--- config.mk ---
export PLATFORM = sky130hd
export DESIGN_NAME = axis_pkt_sink
export DESIGN_NICKNAME = d
export VERILOG_FILES = /design/src/rtl/axis_pkt_sink.sv
export SDC_FILE = /design/constraint.sdc
export NUM_CORES = 1
export LEC_CHECK = 0
export CELL_PAD_IN_SITES_DETAIL_PLACEMENT = 1
export CELL_PAD_IN_SITES_GLOBAL_PLACEMENT = 1
export CORE_ASPECT_RATIO = 0.8
export CORE_MARGIN = 3
export CORE_UTILIZATION = 48
export CTS_BUF_LIST = sky130_fd_sc_hd__clkbuf_4
export DETAILED_ROUTE_END_ITERATION = 8
export GPL_ROUTABILITY_DRIVEN = 0
export GPL_TIMING_DRIVEN = 0
export PLACE_DENSITY_LB_ADDON = 0.1
export SYNTH_ARGS = -nofsm -noshare
export SYNTH_HDL_FRONTEND = slang
export SYNTH_SLANG_ARGS = --single-unit
--- constraint.sdc ---
create_clock -name clk -period 3.9 [get_ports clk]
set_input_delay 1.17 -clock clk [delete_from_list [all_inputs] [get_ports clk]]
set_output_delay 1.17 -clock clk [all_outputs]
set_load 0.1 [all_outputs]
--- src/rtl/axis_pkt_sink.sv ---
// AXI4-Stream byte sink: FWFT FIFO toward a local consumer, plus per-packet
// length/checksum/count characterisation on ingress.
module axis_pkt_sink #(
    parameter int unsigned DATA_W = 8,
    parameter int unsigned DEPTH  = 8
) (
    input  logic                     clk,
    input  logic                     rst,
    input  logic                     s_axis_tvalid,
    output logic                     s_axis_tready,
    input  logic [DATA_W-1:0]        s_axis_tdata,
    input  logic                     s_axis_tlast,
    input  logic                     rd_en,
    output logic                     rd_valid,
    output logic [DATA_W-1:0]        rd_data,
    output logic                     rd_last,
    output logic [$clog2(DEPTH):0]   level,
    output logic                     in_pkt,
    output logic                     pkt_done,
    output logic [7:0]               pkt_len,
    output logic [7:0]               pkt_sum,
    output logic [15:0]              pkt_cnt
);

    localparam int unsigned PtrW = $clog2(DEPTH);
    localparam int unsigned LvlW = PtrW + 1;

    typedef enum logic [0:0] {StIdle, StRx} state_e;

    logic [DATA_W:0]   mem_q [DEPTH];
    logic [PtrW-1:0]   wr_ptr_q, wr_ptr_d;
    logic [PtrW-1:0]   rd_ptr_q, rd_ptr_d;
    logic [LvlW-1:0]   level_q, level_d;

    state_e            state_q;
    logic [7:0]        len_acc_q, sum_acc_q;
    logic              pkt_done_q;
    logic [7:0]        pkt_len_q, pkt_sum_q;
    logic [15:0]       pkt_cnt_q;

    logic              accept, pop;
    logic [7:0]        len_inc, sum_inc;
    logic [DATA_W:0]   head;

    // Ready comes from registered level only; a same-cycle pop never frees a full slot.
    assign s_axis_tready = rst && (level_q != LvlW'(DEPTH));
    assign rd_valid      = (level_q != '0);
    assign accept        = s_axis_tvalid && s_axis_tready;
    assign pop           = rd_en && rd_valid;

    assign head    = mem_q[rd_ptr_q];
    assign rd_data = rd_valid ? head[DATA_W-1:0] : '0;
    assign rd_last = rd_valid ? head[DATA_W] : 1'b0;
    assign level   = level_q;

    assign len_inc = (len_acc_q == 8'hFF) ? 8'hFF : len_acc_q + 8'd1;
    assign sum_inc = sum_acc_q + s_axis_tdata[7:0];

    assign in_pkt   = (state_q == StRx);
    assign pkt_done = pkt_done_q;
    assign pkt_len  = pkt_len_q;
    assign pkt_sum  = pkt_sum_q;
    assign pkt_cnt  = pkt_cnt_q;

    always_comb begin
        wr_ptr_d = wr_ptr_q;
        rd_ptr_d = rd_ptr_q;
        level_d  = level_q;
        if (accept) wr_ptr_d = wr_ptr_q + PtrW'(1);
        if (pop)    rd_ptr_d = rd_ptr_q + PtrW'(1);
        if (accept && !pop)      level_d = level_q + LvlW'(1);
        else if (pop && !accept) level_d = level_q - LvlW'(1);
    end

    always_ff @(posedge clk) begin
        if (accept) mem_q[wr_ptr_q] <= {s_axis_tlast, s_axis_tdata};
    end

    always_ff @(posedge clk) begin
        if (!rst) begin
            wr_ptr_q <= '0;
            rd_ptr_q <= '0;
            level_q  <= '0;
        end else begin
            wr_ptr_q <= wr_ptr_d;
            rd_ptr_q <= rd_ptr_d;
            level_q  <= level_d;
        end
    end

    always_ff @(posedge clk) begin
        if (!rst) begin
            state_q    <= StIdle;
            len_acc_q  <= '0;
            sum_acc_q  <= '0;
            pkt_done_q <= 1'b0;
            pkt_len_q  <= '0;
            pkt_sum_q  <= '0;
            pkt_cnt_q  <= '0;
        end else begin
            pkt_done_q <= 1'b0;
            if (accept) begin
                if (s_axis_tlast) begin
                    state_q    <= StIdle;
                    pkt_len_q  <= len_inc;
                    pkt_sum_q  <= sum_inc;
                    pkt_cnt_q  <= pkt_cnt_q + 16'd1;
                    pkt_done_q <= 1'b1;
                    len_acc_q  <= '0;
                    sum_acc_q  <= '0;
                end else begin
                    state_q   <= StRx;
                    len_acc_q <= len_inc;
                    sum_acc_q <= sum_inc;
                end
            end
        end
    end

endmodule
* Word-level counts from Yosys, hierarchy flattened
Memories as Yosys holds them, arrays and structs flattened. A register that Yosys moved wholly into a read port is not among the register bits.
Index checks and enable logic that the tools add are counted.
** Word-level totals
- Register bits :: 60
- Bits in writable memories :: 72
- Bits of input ports :: 13
- Output and inout bits :: 49
- Word-level logic and storage cells :: 44
- Memories :: 1
** Operators by class
- $add $sub $neg :: 7
- Eq/ne operators :: 2
- Multiplexer cells :: 13
- Reductions and logical operators :: 11
** Memory list
- mem_q :: depth 8, width 9, rd ports 1, clocked after memory_dff 1, write ports 1, RTL line 30 : logic [DATA_W:0] mem_q [DEPTH];
** Operator list (count)
- 8-bit two-way mux :: 4
- 16-bit by 1-bit adder with 16-bit output (second input constant) :: 1
- 8-bit by 1-bit adder with 8-bit output (second input constant) :: 1
- 8-bit adder :: 1
- 8-bit == test (second input constant) :: 1
- 4-bit two-way mux :: 2
- 3-bit by 1-bit adder with 3-bit output (second input constant) :: 2
- 3-bit two-way mux :: 2
- 1-bit logical AND :: 5
- 1-bit two-way mux :: 5
- 4-bit by 1-bit adder with 4-bit output (second input constant) :: 1
- 4-bit != test (second input constant) :: 1
- 2-bit AND reduction :: 2
- 4-bit nonzero test :: 1
- 4-bit by 1-bit subtractor with 4-bit output (second input constant) :: 1
- 1-bit logical NOT :: 2
- 2-bit nonzero test :: 1

* Depth between registers and ports, before layout
Gate-level depths: netlist of run 1.
- Word-level depth :: 7
- Gate-level depth with buffers :: 12
- Depth with buffers taken out :: 11

* Least setup slack after synthesis of run 1
OpenSTA, ideal clock, no wires.
- Path kind :: flip-flop to output port
- From :: register level_q[0] (netlist: level[0])
- To :: output rd_data[0]
- Arrival time :: 2592 ps
- Required time :: 2730 ps
- Path slack :: 138 ps
- Cell stages (with the launch flop) :: 3
- Path buffers :: 0
- Cell sequence :: dfxtp_1 -> nor4_4 -> nor2_1
** Between the ends
- Longest elaborated chain between the ends :: 2
** Ends and longest elaborated chain
- start: declaration :: RTL line 33 : logic [LvlW-1:0] level_q, level_d;
- start signal: assignment :: RTL line 87 : level_q <= level_d;
- 4-bit nonzero test :: RTL line 47 : assign rd_valid = (level_q != '0);
- 8-bit two-way mux :: RTL line 52 : assign rd_data = rd_valid ? head[DATA_W-1:0] : '0;
- end: declaration :: RTL line 15 : output logic [DATA_W-1:0] rd_data,
Every way passes these cells.

* Worst setup path in the final report of run 1
- From :: register level_q[0] (netlist: level[0])
- To :: output rd_valid
** Between the ends
- Longest elaborated chain between the ends :: 1
** Ends and longest elaborated chain
- 4-bit nonzero test :: RTL line 47
- end: declaration :: RTL line 14 : output logic rd_valid,
Every way passes these cells.

==> summary.txt, run 1 <==
GRT
  • Maximum number of pins on one net before global-route repair: 17
  • Congestion Overflow GR: 0
  • GRT met2 Usage: 0.338
  • GR Layer Usage met3: 0.0567
  • Global Route met1 Usage: 0.312
  • Antenna violations before repair: 0
  • First-pass GRT wire length: ~23000 µm
  • Overall Global Routing Usage: 0.219
  • Most used routing layer: met2
  • Vias in the first global route: between 4000 and 5000

Setup path
  • Worst EP arrival: around 2500 ps
  • Crit Path Class: reg2out
  • R2r setup slk: 810 ps
  • Critical Path Sink Type: primary output
  • Crit path max fanout: 10
  • Worst setup SP type: flip-flop
  • Data required, critical path: 2730 ps

Yosys
  • Gate Count Post-Synth: between 400 and 500
  • Area leader, netlist: edfxtp_1
  • Mean Syn Cell Area: around 13 µm²
  • Top-count cell post-synth: edfxtp_1
  • Post-synth top area share: 0.370
  • Post-synth EDFFs: 72
  • Mapped Area: 0.00585 mm²
  • Synthesized net count: ~490
  • Top_reg_cell synth: edfxtp_1
  • Post-synth cell types: 56
  • Synth cell count leaders: 72 x edfxtp_1, 63 x dfxtp_1, 31 x nand2_1
  • Yosys warns: 0
  • Sequential fraction of the synthesis area: 0.586
  • Largest cells by area after synthesis: edfxtp_1 37%, dfxtp_1 22%, mux4_2 6.9%
  • Yosys reg bits: between 100 and 150
  • FFs w/ async S/R, synth: 0

Worst hold path
  • Worst min path class: reg2reg

Outcome
  • Outcome: finished, final reports clean

Finish
  • P&R area growth vs syn: 18.9%
  • Layout Utilization: 0.594
  • Final net count: between 500 and 600
  • Share of cells above drive strength 1: 0.155

STA
  • Worst hold margin: about 480 ps
  • FMAX: approximately 270 MHz
  • Final critical-path required period: 3700 ps
  • Worst Tran Pin Value: between 1000 and 1500 ps
  • Slew Limit Headroom: 0.318
  • Final setup violation count: 0
  • Period utilisation layout: 0.948
  • Fin. Hold Viols: 0
  • Unrepaired setup endpoints after global routing: false
  • Final Slew Violations: 0
  • Worst clock skew: 17.7 ps

CTS
  • Max clock buf depth: 2
  • CTS H-tree lvls: 4
  • Post-CTS setup buffer count: 0
  • Num CTS Buffers: 17
  • Count of hold-fix buffers inserted at cts: 0
  • CTS root buffer: clkbuf_4
  • # resized after CTS: 48
  • TritonCTS clock tree: done
  • Clk Latency, worst-skew pair: approximately 540 ps
  • Clk slew on worst S/H paths: 120 ps
  • Clk sinks: 135

Die
  • Starting Density: 0.500
  • Floorplan row count: 35
  • DIE AREA: 0.0135 mm²
  • Die extent in y: around 100 µm
  • DIE WIDTH: 129 µm
  • Core Box Area: roughly 0.012 mm²
  • # IOs: 62

Power
  • Design Power: roughly 4400 µW
  • Leakage: between 0.002 and 0.0025 µW
  • Pwr/cell area: 640 mW/mm²
  • VDD IR max: between 0.2 and 0.3 mV

Route
  • DR vias/cell: approximately 5.7
  • DR vias: 4006
  • Avg WL per Cell: between 15 and 20 µm
  • Drt pass-1 iters: 4
  • Routed WL: 13800 µm
  • Post-route ant nets: 0
  • Detailed Route Iter0 Violations: around 290
  • Drt drc: 0

Placed design
  • Post-DP HPWL: 9820 µm
  • # port buffers: 60

Job
  • Max-cap violations: 0
==> metrics by stage <==
stage               instances  TNS (ps)  cell area (µm²)  setup WS, ps
finish                    703         0             6950           202
detailed placement        671     -2930             6670          -317
global placement          670     -6590             6630          -421
global route              702         0             6950          5.15
CTS                       702     -94.5             6950         -94.5
floorplan                 462         0             5850           138
==> registers in the layout, summed over array words and instances (netlist names), named ones only <==
register / cells
in_pkt: 1
wr_ptr_q: 3
pkt_len: 8
mem_q: 72
pkt_sum: 8
len_acc_q: 8
rd_ptr_q: 3
sum_acc_q: 8
level: 4
pkt_done: 1
pkt_cnt: 16
==> layout by cell type (no fill, tap or decap), types with 6 or more instances in the layout <==
| cell | n |
|---|---|
| buf_2 | 14 |
| and2_1 | 18 |
| edfxtp_1 | 72 |
| nand2_1 | 31 |
| clkbuf_1 | 9 |
| mux4_2 | 18 |
| inv_1 | 8 |
| nor2b_1 | 11 |
| nand4_1 | 8 |
| nand3_1 | 25 |
| xor2_1 | 8 |
| nor2_1 | 25 |
| a21oi_1 | 12 |
| nor3_1 | 6 |
| clkdlybuf4s50_1 | 49 |
| dfxtp_1 | 63 |
| ha_1 | 14 |
| clkbuf_4 | 17 |
| mux2i_1 | 11 |
| o21ai_0 | 14 |
| xnor2_1 | 15 |
==> metal layers <==
metal | vias up | routed length, µm
met5 | - | 0
met4 | 0 | 120
met3 | 14 | 638
met2 | 77 | 6650
met1 | 2029 | 6440
li1 | 1886 | -
==> worst max-delay path: stages (launching register included) <==
cell	delay, ps
dfxtp_1	430
nor4_4	720
inv_1	210
dlygate4sd2_1	650
==> area by class of cell <==
cell class / count / area [µm²]
fillers: 1200 / 4740
flip-flops and latches: 135 / 3420
multi-input cells: 295 / 2290
repair buffers: 61 / 557
clock inverters: 15 / 201
well taps: 148 / 185
clock buffers: 17 / 128
plain buffers: 21 / 120
inverters: 10 / 42.5
diodes: 1 / 2.50
==> worst paths after layout <==
kind | start | end | depth (start not counted)
min reg2reg | pkt_sum[0] | pkt_sum[0] | 2
max reg2reg | level[0] | level[3] | 11
max | level[0] | rd_valid | 3
min | pkt_sum[0] | pkt_sum[0] | 2
==> report_power, final <==
group | leakage, µW | total (µW) | internal (µW) | switching, µW
Clock | 0.000161 | 1050 | 511 | 542
Sequential | 0.00116 | 1670 | 1580 | 92.7
Combinational | 0.00107 | 1730 | 465 | 1260
==> kinds of logic (layout without fill, tap and decap cells) <==
| logic type | after synthesis | after routing | share of synthesized area |
|---|---|---|---|
| AND/OR/NAND/NOR | 152 | 152 | 0.142 |
| flip-flops | 135 | 135 | 0.586 |
| multiplexers | 30 | 30 | 0.0901 |
| other | 0 | 1 | 0 |
| AO/OA/AOI/OAI | 74 | 74 | 0.0835 |
| adder cells (fa/ha/maj) | 16 | 16 | 0.0368 |
| XOR/XNOR | 23 | 23 | 0.0345 |
| buffers and inverters | 32 | 124 | 0.0272 |
Power figures use the tool's default switching activity.
==> run 2: changes to the inputs <==
--- a/config.mk
+++ b/config.mk
@@ -9,8 +9,7 @@
 export CELL_PAD_IN_SITES_GLOBAL_PLACEMENT = 1
 export CORE_ASPECT_RATIO = 0.8
 export CORE_MARGIN = 3
-export CORE_UTILIZATION = 48
-export CTS_BUF_LIST = sky130_fd_sc_hd__clkbuf_4
+export CORE_UTILIZATION = 46
 export DETAILED_ROUTE_END_ITERATION = 8
 export GPL_ROUTABILITY_DRIVEN = 0
 export GPL_TIMING_DRIVEN = 0
==> constraint.sdc (replaced) <==
create_clock -name clk -period 3.9 [get_ports clk]
set_input_delay 1.17 -clock clk [delete_from_list [all_inputs] [get_ports clk]]
set_output_delay 1.17 -clock clk [all_outputs]
set_load 0.01 [all_outputs]
==> run 2 against run 1 <==
  * Final cell count up 3.1%
  * Critical path depth rose by 3
  * First-iteration DRC count shrank 35%
  * Clock skew shrank 10 ps
  * Count of clock-buffer cells in the layout up 2
  * Non-clock buffer count unchanged
  * Worst setup slack lost 62 ps
  * Die area is 4.1% higher
  * Combinational power down 40%
  * Fmax decreased by 1.7%
  * Sequential power about the same
  * Hold slack worse by 12 ps
==> summary.txt, run 2 (synthesized netlist as in run 1, its figures left out) <==
Finish
  • Most common cell after layout, fill and taps aside: edfxtp_1
  • FF+latch area: 0.00342 mm²
  • P&R area growth vs syn: 25.5%
  • Max reg flops: between 70 and 80
  • Share of cells above drive strength 1: 0.134
  • Biggest register: mem_q
  • Area of the multi-input gates: 0.00229 mm²
  • Final net count: 570
  • Number of diodes: 0
  • Most frequent cells in the layout: 72 x edfxtp_1, 62 x dfxtp_1, 60 x clkdlybuf4s50_1
  • Fill count: 1244
  • Design Area, Final: 0.00733 mm²

Route
  • Drt pass-1 iters: 4
  • Routed WL: about 15000 µm
  • DR vias: 4014
  • Drt drc: 0
  • DR vias/cell: about 5.5
  • Avg WL per Cell: around 20 µm
  • Detailed Route Iter0 Violations: around 190
  • Post-route ant nets: 0

Setup path
  • Crit Reg-Reg Startpoint: level[0]
  • Data required, critical path: around 2700 ps
  • Worst setup SP type: flip-flop
  • R2r setup slk: around 730 ps
  • Critical Path Sink Type: primary output
  • Crit path buffers/inverters: 3
  • Reg-to-Reg End: level[3]
  • Worst EP arrival: roughly 2600 ps
  • Crit Path Class: reg2out
  • Reg2Reg Depth: 11
  • Cell repeated most along the worst path: buf_4
  • CP delay by family, top: buffers and inverters
  • Critical-path cell list: buf_4, buf_4, mux4_2, mux2i_1, nor2_1, clkdlybuf4s50_1
  • Crit path max fanout: 10
  • Critical Path Max Stage Delay: approximately 530 ps
  • Crit. path cell count: 6
  • Worst setup path endpoint: rd_data[6]
  • CP max-delay cell: mux4_2

Die
  • DIE WIDTH: 132 µm
  • Starting Density: 0.475
  • Floorplan row count: 36
  • Die extent in y: ~110 µm
  • DIE AREA: between 0.01 and 0.015 mm²
  • Core Box Area: ~0.012 mm²
  • # IOs: 62

STA
  • Fin. Hold Viols: 0
  • Final critical-path required period: 3760 ps
  • Slew Limit Headroom: 0.313
  • Period utilisation layout: 0.964
  • Worst Tran Pin Value: 1030 ps
  • Unrepaired setup endpoints after global routing: false
  • Final setup violation count: 0
  • Final Slew Violations: 0
  • FMAX: between 200 and 300 MHz
  • Setup TNS: 0 ps
  • Worst clock skew: 7.56 ps

CTS
  • Max clock buf depth: 2
  • Clk sinks: 135
  • CTS H-tree lvls: 4
  • TritonCTS clock tree: done
  • Clk Latency, worst-skew pair: ~420 ps
  • CTS root buffer: clkbuf_16
  • Num CTS Buffers: 17
  • Clk slew on worst S/H paths: 60 ps

GRT
  • Congestion Overflow GR: 0
  • Vias in the first global route: around 4200
  • Maximum number of pins on one net before global-route repair: 17
  • First-pass GRT wire length: about 23000 µm
  • Overall Global Routing Usage: 0.215
  • Antenna violations before repair: 0

Power
  • VDD IR max: approximately 0.38 mV
  • Leakage: ~0.0025 µW
  • Pwr/cell area: 606 mW/mm²
  • Design Power: about 4400 µW

Worst hold path
  • Hold path startpoint: pkt_len[0]
  • Worst min path class: reg2reg

Outcome
  • Outcome: finished, final reports clean

Job
  • Max-cap violations: 0

Placed design
  • # port buffers: 60
  • Post-DP HPWL: approximately 10000 µm
  • Placed cell area: 0.00669 mm²
==> run 2: cell count changes in the layout (fill, tap and decap cells not counted), moves of 3 or more <==
cell	previous run	this run
inv_6	4	1
buf_2	14	4
clkdlybuf4s50_1	49	60
clkbuf_16	0	17
clkbuf_4	17	0
==> run 2: how the worst min path moves through the flow <==
stage	endpoint	slack, ps	cells after the start
floorplan	sum_acc_q[0]	440	2
global placement	pkt_len[0]	460	2
detailed placement	pkt_len[0]	470	2
CTS	pkt_len[0]	480	2
global route	pkt_len[0]	500	2
finish	pkt_len[0]	470	2
==> run 2: tightest hold or removal path, delay by kind of cell (launching register included) <==
family | cells | cell delay, ps
DFF | 1 | 310
and+or+nand+nor | 2 | 120
==> run 2: final cells by class <==
cell class / count / area share
plain buffers: 21 / 0.0162
multi-input cells: 295 / 0.312
clock inverters: 13 / 0.0278
flip-flops and latches: 135 / 0.467
repair buffers: 61 / 0.0829
inverters: 10 / 0.00580
clock buffers: 19 / 0.0590
well taps: 171 / 0.0292
==> run 2: layer usage <==
layer | share of wire | global-route usage
met1 | 0.46 | 0.286
met2 | 0.49 | 0.352
met3 | 0.037 | 0.0535
met4 | 0.012 | 0.0645
met5 | 0 | 0
==> run 2: timing repair <==
action                                 in CTS  in global routing
endpoints found under the hold margin       0                  0
resized for setup                           3                  1
setup endpoints to repair                   9                  2
hold buffers                                0                  0
buffers inserted                            0                  0
pin swaps                                   0                  0
==> run 2: where the power goes <==
| group | switching (µW) | internal [µW] |
|---|---|---|
| clock | 600 | 1130 |
| combinational | 499 | 537 |
| sequential | 96.2 | 1580 |
==> run 2: stage by stage <==
stage                     std cells  worst slack, ps  utilization  hold slack (ps)
final                           725              139        0.596              471
after global routing            725             8.34        0.596              501
after global placement          693             -329        0.542              455
after floorplan                 462              836            -              445
after detailed placement        694              110        0.544              465
after CTS                       725             44.6        0.596              475
